--- config.mk ---
export PLATFORM = sky130hd
export DESIGN_NAME = serial_add_ctrl
export DESIGN_NICKNAME = d
export VERILOG_FILES = /design/src/rtl/serial_add_pkg.sv /design/src/rtl/fa_bit_cell.sv /design/src/rtl/half_adder.sv /design/src/rtl/serial_add_ctrl.sv
export SDC_FILE = /design/constraint.sdc
export NUM_CORES = 1
export LEC_CHECK = 0
export CAP_MARGIN = 10
export CORE_MARGIN = 5
export CORE_UTILIZATION = 52
export DETAILED_ROUTE_END_ITERATION = 6
export PLACE_DENSITY = 0.86
export SLEW_MARGIN = 20
export SYNTH_ARGS = -nofsm -noshare
export SYNTH_HDL_FRONTEND = slang
export SYNTH_HIERARCHICAL = 1
export SYNTH_SLANG_ARGS = --single-unit
export TNS_END_PERCENT = 30
--- constraint.sdc ---
create_clock -name clk -period 1.75 [get_ports clk]
set_clock_uncertainty 0.2 [all_clocks]
set_input_delay 0.175 -clock clk [delete_from_list [all_inputs] [get_ports clk]]
set_output_delay 0.175 -clock clk [all_outputs]
set_load 0.02 [all_outputs]
--- src/rtl/serial_add_pkg.sv ---
// Shared types and constants for the bit-serial adder controller.
package serial_add_pkg;
   typedef enum logic [1:0] {
      S_IDLE  = 2'd0,
      S_SHIFT = 2'd1,
      S_DONE  = 2'd2
   } state_t;

   localparam int         SA_W        = 8;
   localparam logic [7:0] ERR_CNT_MAX = 8'd255;
endpackage

--- src/rtl/fa_bit_cell.sv ---
// Combinational one-bit full adder: two half adders plus an OR for the carry.
module fa_bit_cell (
   input  logic i_a,
   input  logic i_b,
   input  logic i_c,
   output logic o_s,
   output logic o_c
);
   logic w_s1, w_c1, w_c2;

   half_adder u_ha0 (.i_a(i_a),  .i_b(i_b), .o_s(w_s1), .o_c(w_c1));
   half_adder u_ha1 (.i_a(w_s1), .i_b(i_c), .o_s(o_s),  .o_c(w_c2));

   assign o_c = w_c1 | w_c2;
endmodule

--- src/rtl/half_adder.sv ---
// One-bit half adder.
module half_adder (
   input  logic i_a,
   input  logic i_b,
   output logic o_s,
   output logic o_c
);
   assign o_s = i_a ^ i_b;
   assign o_c = i_a & i_b;
endmodule

--- src/rtl/serial_add_ctrl.sv ---
// Bit-serial W-bit adder sequencing one shared full-adder cell, LSB first.
// Optional SERIAL_ADD_SELFCHECK_EN adds a parallel reference check (mismatch, err_cnt).
module serial_add_ctrl
   import serial_add_pkg::*;
#(
   parameter int W = SA_W
) (
   input  logic         clk,
   input  logic         rst,
   input  logic         start,
   input  logic [W-1:0] a,
   input  logic [W-1:0] b,
   input  logic         cin,
   output logic         busy,
   output logic         done,
   output logic [W-1:0] sum,
   output logic         cout
`ifdef SERIAL_ADD_SELFCHECK_EN
   ,
   output logic         mismatch,
   output logic [7:0]   err_cnt
`endif
);
   localparam int CW = $clog2(W);

   state_t          r_state;
   logic [W-1:0]    r_a_sr, r_b_sr, r_res, r_sum;
   logic            r_carry, r_busy, r_done, r_cout;
   logic [CW-1:0]   r_cnt;
   logic            w_s, w_co, w_accept;

`ifdef SERIAL_ADD_SELFCHECK_EN
   logic [W-1:0]    r_a_lat, r_b_lat;
   logic            r_cin_lat, r_mismatch;
   logic [7:0]      r_err_cnt;
   logic [W:0]      w_ref;
   logic            w_mis;

   assign w_ref = {1'b0, r_a_lat} + {1'b0, r_b_lat} + {{W{1'b0}}, r_cin_lat};
   assign w_mis = ({r_carry, r_res} != w_ref);
   assign mismatch = r_mismatch;
   assign err_cnt  = r_err_cnt;
`endif

   fa_bit_cell u_fa (
      .i_a(r_a_sr[0]),
      .i_b(r_b_sr[0]),
      .i_c(r_carry),
      .o_s(w_s),
      .o_c(w_co)
   );

   // DONE doubles as an accept slot so back-to-back requests cost W+1 cycles.
   assign w_accept = start && ((r_state == S_IDLE) || (r_state == S_DONE));

   always_ff @(posedge clk or posedge rst) begin
      if (rst) begin
         r_state <= S_IDLE;
         r_a_sr  <= '0;
         r_b_sr  <= '0;
         r_res   <= '0;
         r_sum   <= '0;
         r_carry <= 1'b0;
         r_busy  <= 1'b0;
         r_done  <= 1'b0;
         r_cout  <= 1'b0;
         r_cnt   <= '0;
`ifdef SERIAL_ADD_SELFCHECK_EN
         r_a_lat    <= '0;
         r_b_lat    <= '0;
         r_cin_lat  <= 1'b0;
         r_mismatch <= 1'b0;
         r_err_cnt  <= '0;
`endif
      end else begin
         r_done <= 1'b0;
`ifdef SERIAL_ADD_SELFCHECK_EN
         r_mismatch <= 1'b0;
`endif
         case (r_state)
            S_IDLE: ;
            S_SHIFT: begin
               r_a_sr  <= {1'b0, r_a_sr[W-1:1]};
               r_b_sr  <= {1'b0, r_b_sr[W-1:1]};
               r_res   <= {w_s, r_res[W-1:1]};
               r_carry <= w_co;
               r_cnt   <= r_cnt + CW'(1);
               if (r_cnt == CW'(W-1)) begin
                  r_state <= S_DONE;
                  r_busy  <= 1'b0;
               end
            end
            S_DONE: begin
               r_sum   <= r_res;
               r_cout  <= r_carry;
               r_done  <= 1'b1;
               r_state <= S_IDLE;
`ifdef SERIAL_ADD_SELFCHECK_EN
               r_mismatch <= w_mis;
               if (w_mis && (r_err_cnt != ERR_CNT_MAX))
                  r_err_cnt <= r_err_cnt + 8'd1;
`endif
            end
            default: r_state <= S_IDLE;
         endcase

         if (w_accept) begin
            r_a_sr  <= a;
            r_b_sr  <= b;
            r_carry <= cin;
            r_cnt   <= '0;
            r_state <= S_SHIFT;
            r_busy  <= 1'b1;
`ifdef SERIAL_ADD_SELFCHECK_EN
            r_a_lat   <= a;
            r_b_lat   <= b;
            r_cin_lat <= cin;
`endif
         end
      end
   end

   assign busy = r_busy;
   assign done = r_done;
   assign sum  = r_sum;
   assign cout = r_cout;
endmodule

==> run_results.csv, run 1 <==
group,metric,value,unit
status,status,"finished clean",
logic_synthesis,synth.avg_cell_area,11.37,sq um
worst_setup_path,path_delay_family,"buffers and inverters",
logic_synthesis,synth_seq_cells,41,
layout,drive_above_1_share,14.85,%
grt,grt_max_degree,42,
sta,relSlewSlack,72.43,%
sta,rsz0062_at_grt,"no",
sta,finalHoldViolations,0,
clock_tree,cts_max_level,2,
worst_setup_path,r2r_start,"r_a_sr[0]$_DFFE_PP0P_",
power_and_ir_drop,leakage,1.179,nW
worst_setup_path,startpoint_type,"register",
clock_tree,clock_latency,360,ps
logic_synthesis,synth_fp_nets,189,
worst_setup_path,critPathMaxStageDelay,600,ps
floorplanning,die_x,70.08,um
route,drcViolationCount,0,
route,drt-initial-drc-count,54,
hold_path,hold_start,"b[6]",
route,wl_met1,1518,um
clock_tree,cts_buffers,5,
worst_setup_path,reg2reg_depth,5,
grt,grt-ovfl-total,0,
logic_synthesis,syn-cell-area,0.001877,sq mm
clock_tree,clkTransAtPathRegs,130,ps
sta,setup_violations,0,
grt,grt_pass1_wl,6361,um
logic_synthesis,synth_compound_area_share,8.467,%
worst_setup_path,rr_endpoint,"r_carry$_DFFE_PP0P_",
worst_setup_path,slowest_stage,"clkdlybuf4s50_1",
route,drt_first_pass_iters,4,
layout,final_net_count,225,
layout,antennaDiodeCount,0,
sta,holdWs,251.4,ps
route,finalWirelength,3793,um
sta,fin_tns_setup,0,ps
route,top_layer,"met4",
worst_setup_path,cp-end-kind,"primary output",
worst_setup_path,path_class,"reg2out",
run,drv_cap,0,
route,met3_length,220,um
clock_tree,clock_path_buffers,2,
route,vias,1350,
power_and_ir_drop,p_per_area,1664,mW/mm^2
logic_synthesis,yosysSeqAreaShare,54.67,%
placed_design,port_buffers,30,
route,drtAntennaViolNets,0,
sta,maxSlewViolCount,0,
grt,antenna_found_initial,0,
worst_setup_path,reg2reg_slack,80,ps
hold_path,hold_class,"in2reg",
floorplanning,die_h,70.08,um
power_and_ir_drop,vdd_drop_max,0.7568,mV
layout,final_util,68.10,%
sta,period_share,96.03,%
route,wire_per_inst,15.29,um
floorplanning,start_util,54.95,%
floorplanning,io_pins,31,
hold_path,worstHoldEndpoint,"r_b_sr[6]$_DFFE_PP0P_",
clock_tree,cts_sinks,41,
sta,fin_ws,69.51,ps
sta,fmax,0.5951,GHz
grt,track_usage,16.52,%
logic_synthesis,synth_top_family_by_area,"simple AND/OR/NAND/NOR gates",
worst_setup_path,path_cells,"clkdlybuf4s50_1",
floorplanning,core_area,0.003416,sq mm
logic_synthesis,synthMuxAreaShare,11.00,%
worst_setup_path,path_max_fanout,1,
worst_setup_path,cp.required,1370,ps
route,wl_met2,1968,um
clock_tree,post_cts_buffers,0,
placed_design,post-dp-hpwl,2746,um
floorplanning,num_rows,21,
layout,synthToLayoutAreaGrowth,23.93,%
layout,fill_cells,259,
clock_tree,cts_root_buf,"clkbuf_4",
placed_design,routabilityCongestion,0.7917,
sta,worst_slew_pin_slew,413.5,ps
route,avgViaCountPerCell,5.444,
logic_synthesis,yosys.cell_types.count,28,
logic_synthesis,synthXorXnorAreaFrac,0.4667,%
worst_setup_path,crit_arrival,1310,ps
floorplanning,dieArea,0.004911,sq mm
hold_path,worstHoldPathCells,2,
placed_design,dp_slack,88.95,ps
clock_tree,tritoncts,"built",
logic_synthesis,synth_warnings,6,
worst_setup_path,path_buf_inv,1,
grt,grt_pass1_vias,1387,
logic_synthesis,synthSimpleGateAreaFrac,17.20,%
sta,period_needed,1680,ps
logic_synthesis,synthAdderAreaFrac,2.667,%
logic_synthesis,synth_cells,165,
==> worst max path at each step <==
stage | startpoint | end | slack, ps | depth (start not counted)
floorplan | r_a_sr[0]$_DFFE_PP0P_ | r_carry$_DFFE_PP0P_ | 190 | 5
global placement | r_b_sr[0]$_DFFE_PP0P_ | r_carry$_DFFE_PP0P_ | 160 | 5
detailed placement | r_a_sr[0]$_DFFE_PP0P_ | r_carry$_DFFE_PP0P_ | 90 | 5
CTS | sum[1]$_DFFE_PP0P_ | sum[1] | 2 | 1
global route | done$_DFF_PP0_ | done | 10 | 1
finish | done$_DFF_PP0_ | done | 70 | 1
==> cells by family after synthesis <==
| family | count (synthesis) |
|---|---|
| simple gates | 66 |
| flops | 41 |
| compound gates | 25 |
| mux | 16 |
| buf+inv | 12 |
| fa+ha+maj | 4 |
| xor+xnor | 1 |
==> state kept, by name, summed over array words and instances (netlist names), 2 cells and up <==
name,count
r_cnt,3
r_b_sr,8
r_res,8
sum,8
r_state,2
r_a_sr,8
==> layout make-up <==
| cell class | instances | area, sq um | area share (%) |
|---|---|---|---|
| multi-input combinational | 112 | 747.0 | 32.11 |
| sequential | 41 | 1026 | 44.11 |
| timing repair buffer | 40 | 411.6 | 17.70 |
| tap | 46 | 57.56 | 2.474 |
| clock inverter | 2 | 38.79 | 1.668 |
| inverter | 1 | 3.754 | 0.1614 |
| clock buffer | 6 | 41.29 | 1.775 |
==> per-stage QoR <==
step | cells | power [mW] | cell area, sq um
floorplan | 165 | 2.804 | 1877
global placement | 239 | 3.168 | 2215
detailed placement | 239 | 3.304 | 2215
CTS | 248 | 3.926 | 2303
global route | 248 | 4.160 | 2326
finish | 248 | 3.871 | 2326
==> cell usage after synthesis (all sizes together) <==
cell | instances | share of area, %
a211oi | 4 | 1.6
a21oi | 4 | 1.1
a221o | 1 | 0.53
a22o | 1 | 0.47
a22oi | 2 | 0.80
and2 | 1 | 0.47
and2b | 2 | 0.80
buf | 11 | 5.3
dfrtp | 41 | 55
ha | 4 | 2.7
inv | 1 | 0.20
mux2 | 10 | 7.8
mux2i | 6 | 3.2
nand2 | 29 | 5.8
nand2b | 4 | 1.7
nand3 | 4 | 1.1
nor2 | 12 | 2.4
nor2b | 5 | 2.5
nor3 | 8 | 2.1
o21ai | 5 | 1.3
o22ai | 8 | 2.7
or2 | 1 | 0.33
xnor2 | 1 | 0.47
==> per-layer routing <==
layer / track usage, % / up-vias
li1: - / 634
met1: 19.13 / 656
met2: 26.55 / 46
met3: 6.600 / 14
met4: 8.085 / 0
met5: 0 / -
==> repair_timing <==
action,CTS,global route
hold endpoints to repair,41,0
gates resized for setup,1,9
endpoints found under the setup margin,1,9
pin swaps,0,0
gates cloned,0,0
hold buffers,1,0
==> cells in the final DEF, fill, tap and decap left out, types with 4 or more instances in the layout <==
| cell type | synthesis | final |
|---|---|---|
| a211oi_1 | 4 | 4 |
| a21oi_1 | 4 | 4 |
| buf_4 | 3 | 8 |
| clkbuf_4 | 0 | 5 |
| clkdlybuf4s50_1 | 0 | 20 |
| dfrtp_1 | 41 | 41 |
| dlymetal6s2s_1 | 0 | 9 |
| ha_1 | 4 | 4 |
| mux2_4 | 9 | 9 |
| mux2i_1 | 6 | 6 |
| nand2_1 | 29 | 29 |
| nand3_1 | 4 | 4 |
| nor2_1 | 12 | 12 |
| nor3_1 | 8 | 8 |
| o21ai_0 | 5 | 5 |
| o22ai_1 | 8 | 8 |
==> report_power, final <==
group / internal [mW] / total (mW) / switching [mW]
sequential: 1.36 / 1.68 / 0.315
clock: 0.304 / 0.620 / 0.316
combinational: 0.786 / 1.57 / 0.789
total: 2.45 / 3.87 / 1.42
Note: power is estimated with default switching activity, not from simulation.
==> run 2: changes to the inputs <==
--- a/config.mk
+++ b/config.mk
@@ -5,11 +5,12 @@
 export SDC_FILE = /design/constraint.sdc
 export NUM_CORES = 1
 export LEC_CHECK = 0
+export ABC_CLOCK_PERIOD_IN_PS = 1750
 export CAP_MARGIN = 10
-export CORE_MARGIN = 5
 export CORE_UTILIZATION = 52
 export DETAILED_ROUTE_END_ITERATION = 6
 export PLACE_DENSITY = 0.86
+export SKIP_CTS_REPAIR_TIMING = 1
 export SLEW_MARGIN = 20
 export SYNTH_ARGS = -nofsm -noshare
 export SYNTH_HDL_FRONTEND = slang
==> run 2 against run 1 <==
Compared with the run above: first-iteration DRC count fell by 20%; critical path type is now reg2reg; final area is 0.91% lower; largest power group unchanged; utilization down 0.10 points; critical endpoint is now r_carry$_DFFE_PP0P_.
==> run_results.csv, run 2 (synthesis gave the netlist of run 1 again) <==
group,metric,value,unit
status,status,"finished clean",
layout,final_cell_area,0.002305,sq mm
floorplanning,start_util,55.37,%
worst_setup_path,cp.required,1780,ps
floorplanning,io_pins,31,
route,wire_per_inst,14.92,um
layout,fill_cells,248,
run,drv_cap,0,
sta,period_needed,1668,ps
floorplanning,die_h,62.08,um
worst_setup_path,path_max_fanout,3,
route,drcViolationCount,0,
worst_setup_path,path_cells,"ha_1, ha_1, or2_1, a22oi_2, nand2_1",
placed_design,port_buffers,30,
layout,layout_common_cells,"dfrtp_1, nand2_1, clkdlybuf4s50_1",
grt,grt-ovfl-total,0,
clock_tree,cts_root_buf,"clkbuf_4",
sta,finalHoldViolations,0,
grt,grt_max_degree,42,
sta,worst_slew_pin_slew,404.7,ps
worst_setup_path,path_class,"reg2reg",
clock_tree,clock_path_buffers,2,
layout,seqCellArea,0.001026,sq mm
sta,fin_tns_setup,0,ps
clock_tree,tritoncts,"built",
grt,grt-busiest-layer,"met2",
layout,synthToLayoutAreaGrowth,22.80,%
layout,final_common_cell,"dfrtp_1",
sta,relSlewSlack,73.02,%
floorplanning,num_rows,21,
floorplanning,core_area,0.003390,sq mm
grt,track_usage,22.00,%
power_and_ir_drop,p_per_area,1612,mW/mm^2
clock_tree,clock_latency,350,ps
clock_tree,cts_buffers,5,
grt,grtUsageMet2,37.54,%
route,avgViaCountPerCell,5.482,
worst_setup_path,crit_arrival,1700,ps
grt,grt_pass1_vias,1279,
route,finalWirelength,3685,um
sta,maxSlewViolCount,0,
power_and_ir_drop,leakage,1.181,nW
worst_setup_path,startpoint_type,"register",
route,drt_first_pass_iters,4,
layout,final_net_count,226,
clock_tree,cts_sinks,41,
sta,fmax,0.5997,GHz
route,drtAntennaViolNets,0,
power_and_ir_drop,power,3.714,mW
hold_path,hold_class,"in2reg",
route,drt-initial-drc-count,43,
route,vias,1354,
worst_setup_path,reg2reg_slack,80,ps
placed_design,placed_area,0.002222,sq mm
floorplanning,die_x,62.08,um
sta,rsz0062_at_grt,"no",
sta,setup_violations,0,
placed_design,post-dp-hpwl,2597,um
clock_tree,cts_max_level,2,
power_and_ir_drop,vdd_drop_max,0.8494,mV
layout,drive_above_1_share,15.42,%
floorplanning,dieArea,0.003853,sq mm
clock_tree,clkTransAtPathRegs,110,ps
layout,multi_input_area,752.0,sq um
worst_setup_path,path_common_cell,"ha_1",
layout,antennaDiodeCount,0,
worst_setup_path,cp-end-kind,"register",
worst_setup_path,slowest_stage,"dfrtp_1",
placed_design,routabilityCongestion,0.8141,
grt,antenna_found_initial,0,
grt,gr-usage-met1,25.30,%
grt,met3_usage,7.660,%
grt,grt_pass1_wl,5768,um
sta,period_share,95.29,%
worst_setup_path,critPathMaxStageDelay,420,ps
[run 2: critical path: cells and delay by family, from the launching register on]
| family | cells | cell delay (ps) |
|---|---|---|
| compound gates | 1 | 120 |
| flops | 1 | 420 |
| simple gates | 2 | 310 |
| fa+ha+maj | 2 | 500 |
[run 2: metal layers]
layer,routed length (um),vias to the layer above
met5,0,-
met4,55,0
met3,162,5
met2,1916,38
met1,1550,670
li1,-,641
[run 2: through the flow]
stage                     hold slack, ps  setup WS [ps]  instances  util, %
final                              239.7          82.38        247    68.00
after global routing               230.8          2.153        247    68.00
after CTS                         -5.152          9.768        246    66.81
after detailed placement           292.5          94.11        240    65.56
after global placement             262.8          139.3        240    65.56
after floorplan                    115.2          194.2        165        -
[run 2: power by group]
part	switching [mW]	internal [mW]
clock	0.287	0.140
combinational	0.811	0.809
sequential	0.307	1.36
total	1.40	2.31
[run 2: final timing paths]
path / cells past startpoint / end / start
max in group asynchronous: 4 / r_state[0]$_DFFE_PP0P_ / rst
min in group asynchronous: 4 / r_res[1]$_DFFE_PP0N_ / rst
min: 3 / r_a_sr[6]$_DFFE_PP0P_ / a[6]
min reg2reg: 2 / r_res[6]$_DFFE_PP0N_ / r_res[6]$_DFFE_PP0N_
max reg2reg: 5 / r_carry$_DFFE_PP0P_ / r_b_sr[0]$_DFFE_PP0P_
max: 5 / r_carry$_DFFE_PP0P_ / r_b_sr[0]$_DFFE_PP0P_
[run 2: area by class of cell]
| cell class | instances | area share [%] |
|---|---|---|
| inverters | 1 | 0.1629 |
| repair buffers | 41 | 18.35 |
| flip-flops and latches | 41 | 44.52 |
| well taps | 46 | 2.497 |
| multi-input cells | 112 | 32.63 |
| clock buffers | 5 | 1.629 |
| clock inverters | 1 | 0.2172 |
==> run 3: changes to the inputs <==
--- a/config.mk
+++ b/config.mk
@@ -5,15 +5,14 @@
 export SDC_FILE = /design/constraint.sdc
 export NUM_CORES = 1
 export LEC_CHECK = 0
-export ABC_CLOCK_PERIOD_IN_PS = 1750
+export ABC_CLOCK_PERIOD_IN_PS = 1300
 export CAP_MARGIN = 10
-export CORE_UTILIZATION = 52
+export CORE_UTILIZATION = 46
 export DETAILED_ROUTE_END_ITERATION = 6
-export PLACE_DENSITY = 0.86
+export PLACE_DENSITY = 0.82
 export SKIP_CTS_REPAIR_TIMING = 1
 export SLEW_MARGIN = 20
 export SYNTH_ARGS = -nofsm -noshare
 export SYNTH_HDL_FRONTEND = slang
-export SYNTH_HIERARCHICAL = 1
 export SYNTH_SLANG_ARGS = --single-unit
 export TNS_END_PERCENT = 30
==> constraint.sdc (replaced) <==
create_clock -name clk -period 1.3 [get_ports clk]
set_clock_uncertainty 0.2 [all_clocks]
set_input_delay 0.13 -clock clk [delete_from_list [all_inputs] [get_ports clk]]
set_output_delay 0.13 -clock clk [all_outputs]
set_load 0.02 [all_outputs]
==> run 3 against run 2 <==
Compared with the run above: the flow now finishes with violations (setup timing); first-iteration DRC count is 51% higher; largest cell class unchanged; combinational power increased by 56%; power is 51% higher; critical endpoint is now sum[0]$_DFFE_PP0P_; sequential share of layout area down 2.3 points.
==> run_results.csv, run 3 <==
group,metric,value,unit
status,status,"finished, violations left",
logic_synthesis,synth_seq_cells,41,
layout,drive_above_1_share,28.43,%
logic_synthesis,synthTopCellsByArea,"dfrtp_1, mux2_2, nand2_1",
layout,final_common_cell,"dfrtp_1",
placed_design,dp_slack,-234.9,ps
layout,final_util,66.54,%
sta,fmax,0.6689,GHz
layout,final_cell_area,0.002436,sq mm
layout,synthToLayoutAreaGrowth,38.58,%
worst_setup_path,startpoint_type,"register",
sta,finalHoldViolations,0,
route,drt-initial-drc-count,65,
sta,relSlewSlack,83.01,%
worst_setup_path,path_max_fanout,10,
power_and_ir_drop,leakage,1.261,nW
worst_setup_path,path_class,"reg2reg",
layout,fill_cells,262,
sta,rsz0062_at_grt,"yes",
logic_synthesis,synth_edf_count,0,
layout,final_net_count,226,
floorplanning,num_rows,22,
route,drtAntennaViolNets,0,
placed_design,post-dp-hpwl,2509,um
logic_synthesis,synth_flop_cell,"dfrtp_1",
route,drt_first_pass_iters,4,
worst_setup_path,crit_arrival,1470,ps
logic_synthesis,synth.top_cells.by_count,"dfrtp_1, nand2_1, nor2_1",
status,violations,"setup timing",
clock_tree,clkTransAtPathRegs,80,ps
power_and_ir_drop,power,5.594,mW
sta,period_share,115.0,%
clock_tree,cts_sinks,41,
placed_design,dpl.cell_count,242,
sta,worst_slew_pin_slew,254.5,ps
route,drcViolationCount,0,
placed_design,routabilityCongestion,0.7286,
logic_synthesis,yosysTopAreaCellShare,58.36,%
clock_tree,clock_latency,300,ps
worst_setup_path,cp.required,1280,ps
logic_synthesis,synth.avg_cell_area,11.13,sq um
grt,grt_pass1_vias,1282,
route,finalWirelength,3952,um
power_and_ir_drop,p_per_area,2296,mW/mm^2
floorplanning,die_h,63.82,um
grt,grt-ovfl-total,0,
sta,period_needed,1495,ps
placed_design,placed_area,0.002211,sq mm
sta,fin_ws,-194.9,ps
grt,antenna_found_initial,0,
clock_tree,clock_path_buffers,2,
sta,setup_violations,29,
floorplanning,start_util,48.02,%
floorplanning,dieArea,0.004073,sq mm
run,drv_cap,0,
layout,antennaDiodeCount,0,
floorplanning,io_pins,31,
layout,finalNonFillerCells,252,
layout,layout_common_cells,"dfrtp_1, nand2_1, clkdlybuf4s50_1",
floorplanning,core_area,0.003661,sq mm
grt,grt_pass1_wl,5802,um
logic_synthesis,yosysMostFrequentCell,"dfrtp_1",
worst_setup_path,cp-end-kind,"register",
logic_synthesis,yosysTopAreaCell,"dfrtp_1",
power_and_ir_drop,vdd_drop_max,1.019,mV
grt,track_usage,19.28,%
floorplanning,die_x,63.82,um
logic_synthesis,syn-cell-area,0.001758,sq mm
clock_tree,cts_max_level,2,
clock_tree,cts_root_buf,"clkbuf_8",
placed_design,port_buffers,30,
hold_path,hold_class,"in2reg",
logic_synthesis,yosys.cell_types.count,26,
logic_synthesis,synth_fp_nets,181,
route,vias,1339,
sta,maxSlewViolCount,0,
grt,grt_max_degree,42,
logic_synthesis,synth_cells,158,
logic_synthesis,async_flop_share,100.0,%
logic_synthesis,synth_warnings,0,
route,avgViaCountPerCell,5.313,
route,wire_per_inst,15.68,um
clock_tree,tritoncts,"built",
logic_synthesis,yosysSeqAreaShare,58.36,%
clock_tree,cts_buffers,5,
-- run 3: power by group --
group | total, mW | internal, mW | leakage, nW | switching [mW]
clock network | 0.813 | 0.370 | 0.0439 | 0.443
logic | 2.53 | 1.27 | 0.705 | 1.27
registers | 2.25 | 1.83 | 0.512 | 0.418
total | 5.59 | 3.46 | 1.26 | 2.13
-- run 3: kinds of logic after synthesis --
group	after synthesis	share of synthesized area [%]
adders and majority gates	3	2.562
AOI/OAI and AO/OA	21	7.615
buffers and inverters	12	5.195
muxes	12	7.545
xor gates and xnor gates	1	0.4983
DFF	41	58.36
and+or+nand+nor	68	18.22
-- run 3: final timing paths --
path	startpoint	end	slack, ps	cells after the start
worst max-delay path	r_state[1]$_DFFE_PP0P_	sum[0]$_DFFE_PP0P_	-190	3
max in group asynchronous	rst	r_state[0]$_DFFE_PP0P_	150	4
worst min-delay path	cin	r_carry$_DFFE_PP0P_	260	3
worst min register to register	r_res[7]$_DFFE_PP0N_	r_res[7]$_DFFE_PP0N_	310	2
worst max register to register	r_state[1]$_DFFE_PP0P_	sum[0]$_DFFE_PP0P_	-190	3
min in group asynchronous	rst	busy$_DFFE_PP0P_	540	4
-- run 3: per-layer routing --
layer / GRT usage [%] / wire, um / vias to the layer above
li1: - / - / 632
met3: 6.429 / 161 / 11
met5: 0 / 0 / -
met4: 10.51 / 112 / 0
met2: 31.12 / 2109 / 30
met1: 22.57 / 1568 / 666
-- run 3: worst max-delay path, cell delays in order, from the launching register on --
cell and delay, ps:
dfrtp_1 430, nor2b_1 180, buf_4 210, mux2_2 360
-- run 3: per-stage QoR --
stage                     TNS, ps  hold WS [ps]
final                       -2956         262.2
after global routing        -4410         285.2
after CTS                   -7476        -1.668
after detailed placement    -5125         280.0
after global placement      -3451         260.2
after floorplan            -772.3         70.31
-- run 3: layout make-up --
| type | instances | area [sq um] | area share (%) |
|---|---|---|---|
| multi-input combinational | 105 | 732.0 | 30.05 |
| clock inverter | 3 | 17.52 | 0.7191 |
| tap | 48 | 60.06 | 2.465 |
| inverter | 1 | 3.754 | 0.1541 |
| clock buffer | 5 | 68.82 | 2.825 |
| sequential | 41 | 1027 | 42.17 |
| timing repair buffer | 49 | 526.8 | 21.62 |
==> RTL edit 1 (config.mk and constraints of run 2) <==
Change the package constant `SA_W` from 8 to 16.
--- a/src/rtl/serial_add_pkg.sv
+++ b/src/rtl/serial_add_pkg.sv
@@ -6,7 +6,7 @@
       S_DONE  = 2'd2
    } state_t;
 
-   localparam int         SA_W        = 8;
+   localparam int         SA_W        = 16;
    localparam logic [7:0] ERR_CNT_MAX = 8'd255;
 endpackage
 
Ports: changed (resized a, b and sum); port bits go from 31 to 55. The function was not compared with the original's and may differ.
==> RTL edit 1 against run 2 <==
Total power grew 80%; wire length grew 60%; combinational power grew 50%; sequential cell count grew 33; hold slack lost 190 ps; final area grew 70%; area after synthesis grew 66%; die area grew 64%; setup slack lost 33 ps; first-iteration DRC count grew to 2.7 times the old value; count of clock-buffer cells in the layout grew 6; non-clock buffer count grew 21; via count grew 65%; critical path type is now flip-flop to output pin.
==> RTL edit 1: results (changes against run 2) <==
* Status: complete, no violations (unchanged)
* Fillcell total at 410 (was 248)
* VDD IR max at 0.00110 V (was 0.000849 V)
* Fraction of area in multi-input gates at 0.278 (was 0.326)
* Critical Path AT at 1330 ps (was 1700 ps)
* Setup WS pre-CTS at 149 ps (was 94.1 ps)
* Inverters excl. clock at 2 (was 1)
* Power Total at 6670 uW (was 3710 uW)
* Post-synth cell types at 33 (was 28)
* Hpwl dp at 3720 um (was 2600 um)
* FF+latch area at 0.00185 sq mm (was 0.00103 sq mm)
* Synth area leaders: dfrtp_1, nand2_1, mux2_4, a22oi_1, mux2_2 (was dfrtp_1, mux2_4, nand2_1, buf_6, mux2i_1)
* Horiz. Die Dim at 79.4 um (was 62.1 um)
* FF+latch count, synth at 74 (was 41)
* TritonCTS Buffers at 9 (was 5)
* Vias at 2,235 (was 1,354)
* Critical path peak fanout at 2 (was 3)
* WL met1 at 2640 um (was 1550 um)
* Met3 Resource Use GR at 0.0491 (was 0.0766)
* Switching power at 2360 uW (was 1400 uW)
* Sequential area share after synthesis at 0.595 (was 0.547)
* Multi-input combinational cell count at 187 (was 112)
* Met3 WL at 272 um (was 162 um)
* Average wire per standard cell at 14.3 um (was 14.9 um)
* DR iter-0 viols at 117 (was 43)
* Compound-Gate Fraction of Synth Area at 0.0791 (was 0.0847)
* Slowest CP cell: clkdlybuf4s50_1 (was dfrtp_1)
* Synth top cells by count: dfrtp_1, nand2_1, nor2_1 (unchanged)
* Fraction of layout cells with a size suffix above 1 at 0.138 (was 0.154)
* Global placer's final weighted congestion at 0.749 (was 0.814)
* Routing usage on met1 at 0.268 (was 0.253)
* Largest net degree at the start of global routing at 75 (was 42)
* Worst path max stage delay at 610 ps (was 420 ps)
* Total GRT Usage at 0.207 (was 0.220)
* Synth Area in XOR/XNOR at 0.00562 (was 0.00467)
* First-pass GRT wire length at 9910 um (was 5770 um)
* Htree depth at 3 (was 2)
* CTS Root Buffer Type: clkbuf_8 (was clkbuf_4)
* Data buffer area share at 0.172 (was 0.183)
* CTS clk-pin slew, worst paths at 80 ps (was 110 ps)
* Post-synthesis mux area share at 0.0755 (was 0.110)
* Actual transition at the worst max-transition pin at 396 ps (was 405 ps)
* CP top delay family: buffers and inverters (was adder cells)
* Power share of the clock group at 0.202 (was 0.115)
* Flop pwr share at 0.433 (was 0.449)
* Clock buffers at 11 (was 5)
* Final net count at 375 (was 226)
## RTL edit 1: path summary, 6_finish.rpt
path                       depth (start not counted)          to  slack, ps      start
max                                                1        cout         50       cout
min                                                3      sum[2]         50        rst
max reg2reg                                        5     r_carry        130  r_a_sr[0]
min reg2reg                                        1    r_cnt[3]        280   r_cnt[3]
max in group asynchronous                          3  r_b_sr[10]        970        rst
min in group clk                                   3  r_a_sr[15]        180      a[15]
## RTL edit 1: logic make-up (layout without fill, tap and decap cells)
group	count (synthesis)	after routing
fa+ha+maj	3	3
simple gates	128	128
compound gates	36	36
xor+xnor	2	2
flops	74	74
buf+inv	23	80
mux	18	18
## RTL edit 1: metrics by stage
step,cells,instance area (sq um)
global route,413,3930
detailed placement,397,3720
CTS,413,3930
floorplan,284,3120
finish,413,3930
global placement,397,3720
## RTL edit 1: worst register-to-register path: stages (launching register included)
cell	delay, ps
dfrtp_1	380
ha_1	310
ha_1	210
or2_1	220
nor2_1	120
a31oi_1	50
==> RTL edit 2 (settings of run 2) <==
Made on the original files. Register the output `done` once more, with the module's reset; this adds one clock of latency there. The other outputs are not delayed to match.
--- a/src/rtl/serial_add_ctrl.sv
+++ b/src/rtl/serial_add_ctrl.sv
@@ -121,7 +121,13 @@
    end
 
    assign busy = r_busy;
-   assign done = r_done;
+   always_ff @(posedge clk or posedge rst) begin
+      if (rst) begin
+         done <= '0;
+      end else begin
+         done <= r_done;
+      end
+   end
    assign sum  = r_sum;
    assign cout = r_cout;
 endmodule
Check against the original RTL: no difference found for any inputs over 10 cycles, from zero or initial values and one cycle with rst high; that may be too few to reach the edited logic, so the function may still have changed.
==> RTL edit 2 against run 2 <==
Area after synthesis increased by 1.3%; count of clock-buffer cells in the layout increased by 1; total power increased by 4.0%; combinational power increased by 3%; hold slack got worse by 70 ps; setup slack got worse by 39 ps; final area increased by 2.7%; sequential cell count increased by 1; wire length decreased by 0.38%.
==> RTL edit 2: results (changes against run 2) <==
* Largest net degree at the start of global routing at 43 (was 42)
* Total GRT Usage at 0.207 (was 0.220)
* IO buf count at 30 (unchanged)
* Final worst-path cycle share at 0.975 (was 0.953)
* Post-DP Area at 0.00227 sq mm (was 0.00222 sq mm)
* Final net count at 230 (was 226)
* Async set-reset flop share out of synthesis at 1.00 (unchanged)
* Met2 usage at 0.349 (was 0.375)
* Routing usage on met1 at 0.251 (was 0.253)
* Hold Path Class: flip-flop to flip-flop (was primary input to flip-flop)
* Routed vias/inst at 5.46 (was 5.48)
* Antenna Cells at 0 (unchanged)
* DR iter-0 viols at 65 (was 43)
* Synth top cells by count: dfrtp_1, nand2_1, nor2_1 (unchanged)
* Critical path peak fanout at 2 (was 3)
* Initial antenna violation count at 0 (unchanged)
* Switching power at 1440 uW (was 1400 uW)
* First-pass GRT wire length at 6140 um (was 5770 um)
* TritonCTS Buffers at 5 (unchanged)
* CTS clk-pin slew, worst paths at 120 ps
* Post-synth net total at 190 (was 189)
* VDD IR max at 0.000797 V (was 0.000849 V)
* Post-synth cell types at 28 (unchanged)
* TritonRoute pass-1 iters at 4 (unchanged)
* CP top delay family: buffers and inverters (was adder cells)
* Vias in the first global route at 1,380 (was 1,279)
* Setup WS pre-CTS at 98.3 ps (was 94.1 ps)
* Critical Path AT at 1330 ps (was 1700 ps)
* Htree depth at 2 (unchanged)
* Clock Path Buffers at 2 (unchanged)
* Relative slew slack at 0.725 (was 0.730)
* Worst path max stage delay at 600 ps (was 420 ps)
* Sequential area share after synthesis at 0.553 (was 0.547)
* Static leakage at 0.00118 uW (about the same)
* Hpwl dp at 2700 um (was 2600 um)
* Slowest CP cell: clkdlybuf4s50_1 (was dfrtp_1)
* Status: complete, no violations (unchanged)
* Fraction of layout cells with a size suffix above 1 at 0.174 (was 0.154)
* Synth area leaders: dfrtp_1, mux2_4, nand2_1, buf_6, mux2i_1 (unchanged)
* Crit start category: flip-flop (unchanged)
* Clock Latency Late Sink at 350 ps (about the same)
* Flop-to-flop setup slack at 80 ps
* Met3 Resource Use GR at 0.0547 (was 0.0766)
* CTS Root Buffer Type: clkbuf_4 (unchanged)
* Average wire per standard cell at 14.5 um (was 14.9 um)
* Global placer's final weighted congestion at 0.828 (was 0.814)
* Synth Warn # at 6 (unchanged)
-- RTL edit 2: changes by cell type after synthesis, sizes merged --
cell / change
dfrtp: +1
-- RTL edit 2: layout make-up --
type | count | area [sq um]
sequential | 42 | 1050
fill | 263 | 1050
multi-input combinational | 112 | 752
timing repair buffer | 44 | 438
tap | 46 | 57.6
clock buffer | 6 | 51.3
clock inverter | 2 | 12.5
inverter | 1 | 3.75
-- RTL edit 2: cell families (layout without fill, tap and decap cells) --
kind of cell / count (synthesis) / after routing / share of synthesized area
simple gates: 66 / 66 / 0.170
fa+ha+maj: 4 / 4 / 0.0263
xor+xnor: 1 / 1 / 0.00461
compound gates: 25 / 25 / 0.0836
flops: 42 / 42 / 0.553
mux: 16 / 16 / 0.109
buf+inv: 12 / 53 / 0.0546
-- RTL edit 2: power by group through the flow --
stage	Combinational [uW]	Sequential, uW	Clock (uW)
floorplan	1110	1720	0
global placement	1560	1670	0
detailed placement	1670	1720	0
CTS	1670	1690	512
global route	1830	1740	557
finish	1670	1700	496
-- RTL edit 2: path summary, 6_finish.rpt --
kind / from / end / cells after the start
max: sum[5] / sum[5] / 1
min: r_done / done / 0
max reg2reg: r_a_sr[0] / r_carry / 5
min reg2reg: r_done / done / 0
max in group asynchronous: rst / r_cnt[1] / 4
min in group asynchronous: rst / r_res[0] / 4
-- RTL edit 2: metrics by stage --
stage,cells,hold WS [ps]
global placement,244,132
global route,253,179
finish,253,170
CTS,252,-19.8
detailed placement,244,144
floorplan,166,115
-- RTL edit 2: layer usage --
metal	vias to the layer above	part of all wire
met3	7	0.045
met2	51	0.52
met4	0	0.019
met5	-	0
met1	678	0.42
li1	646	-
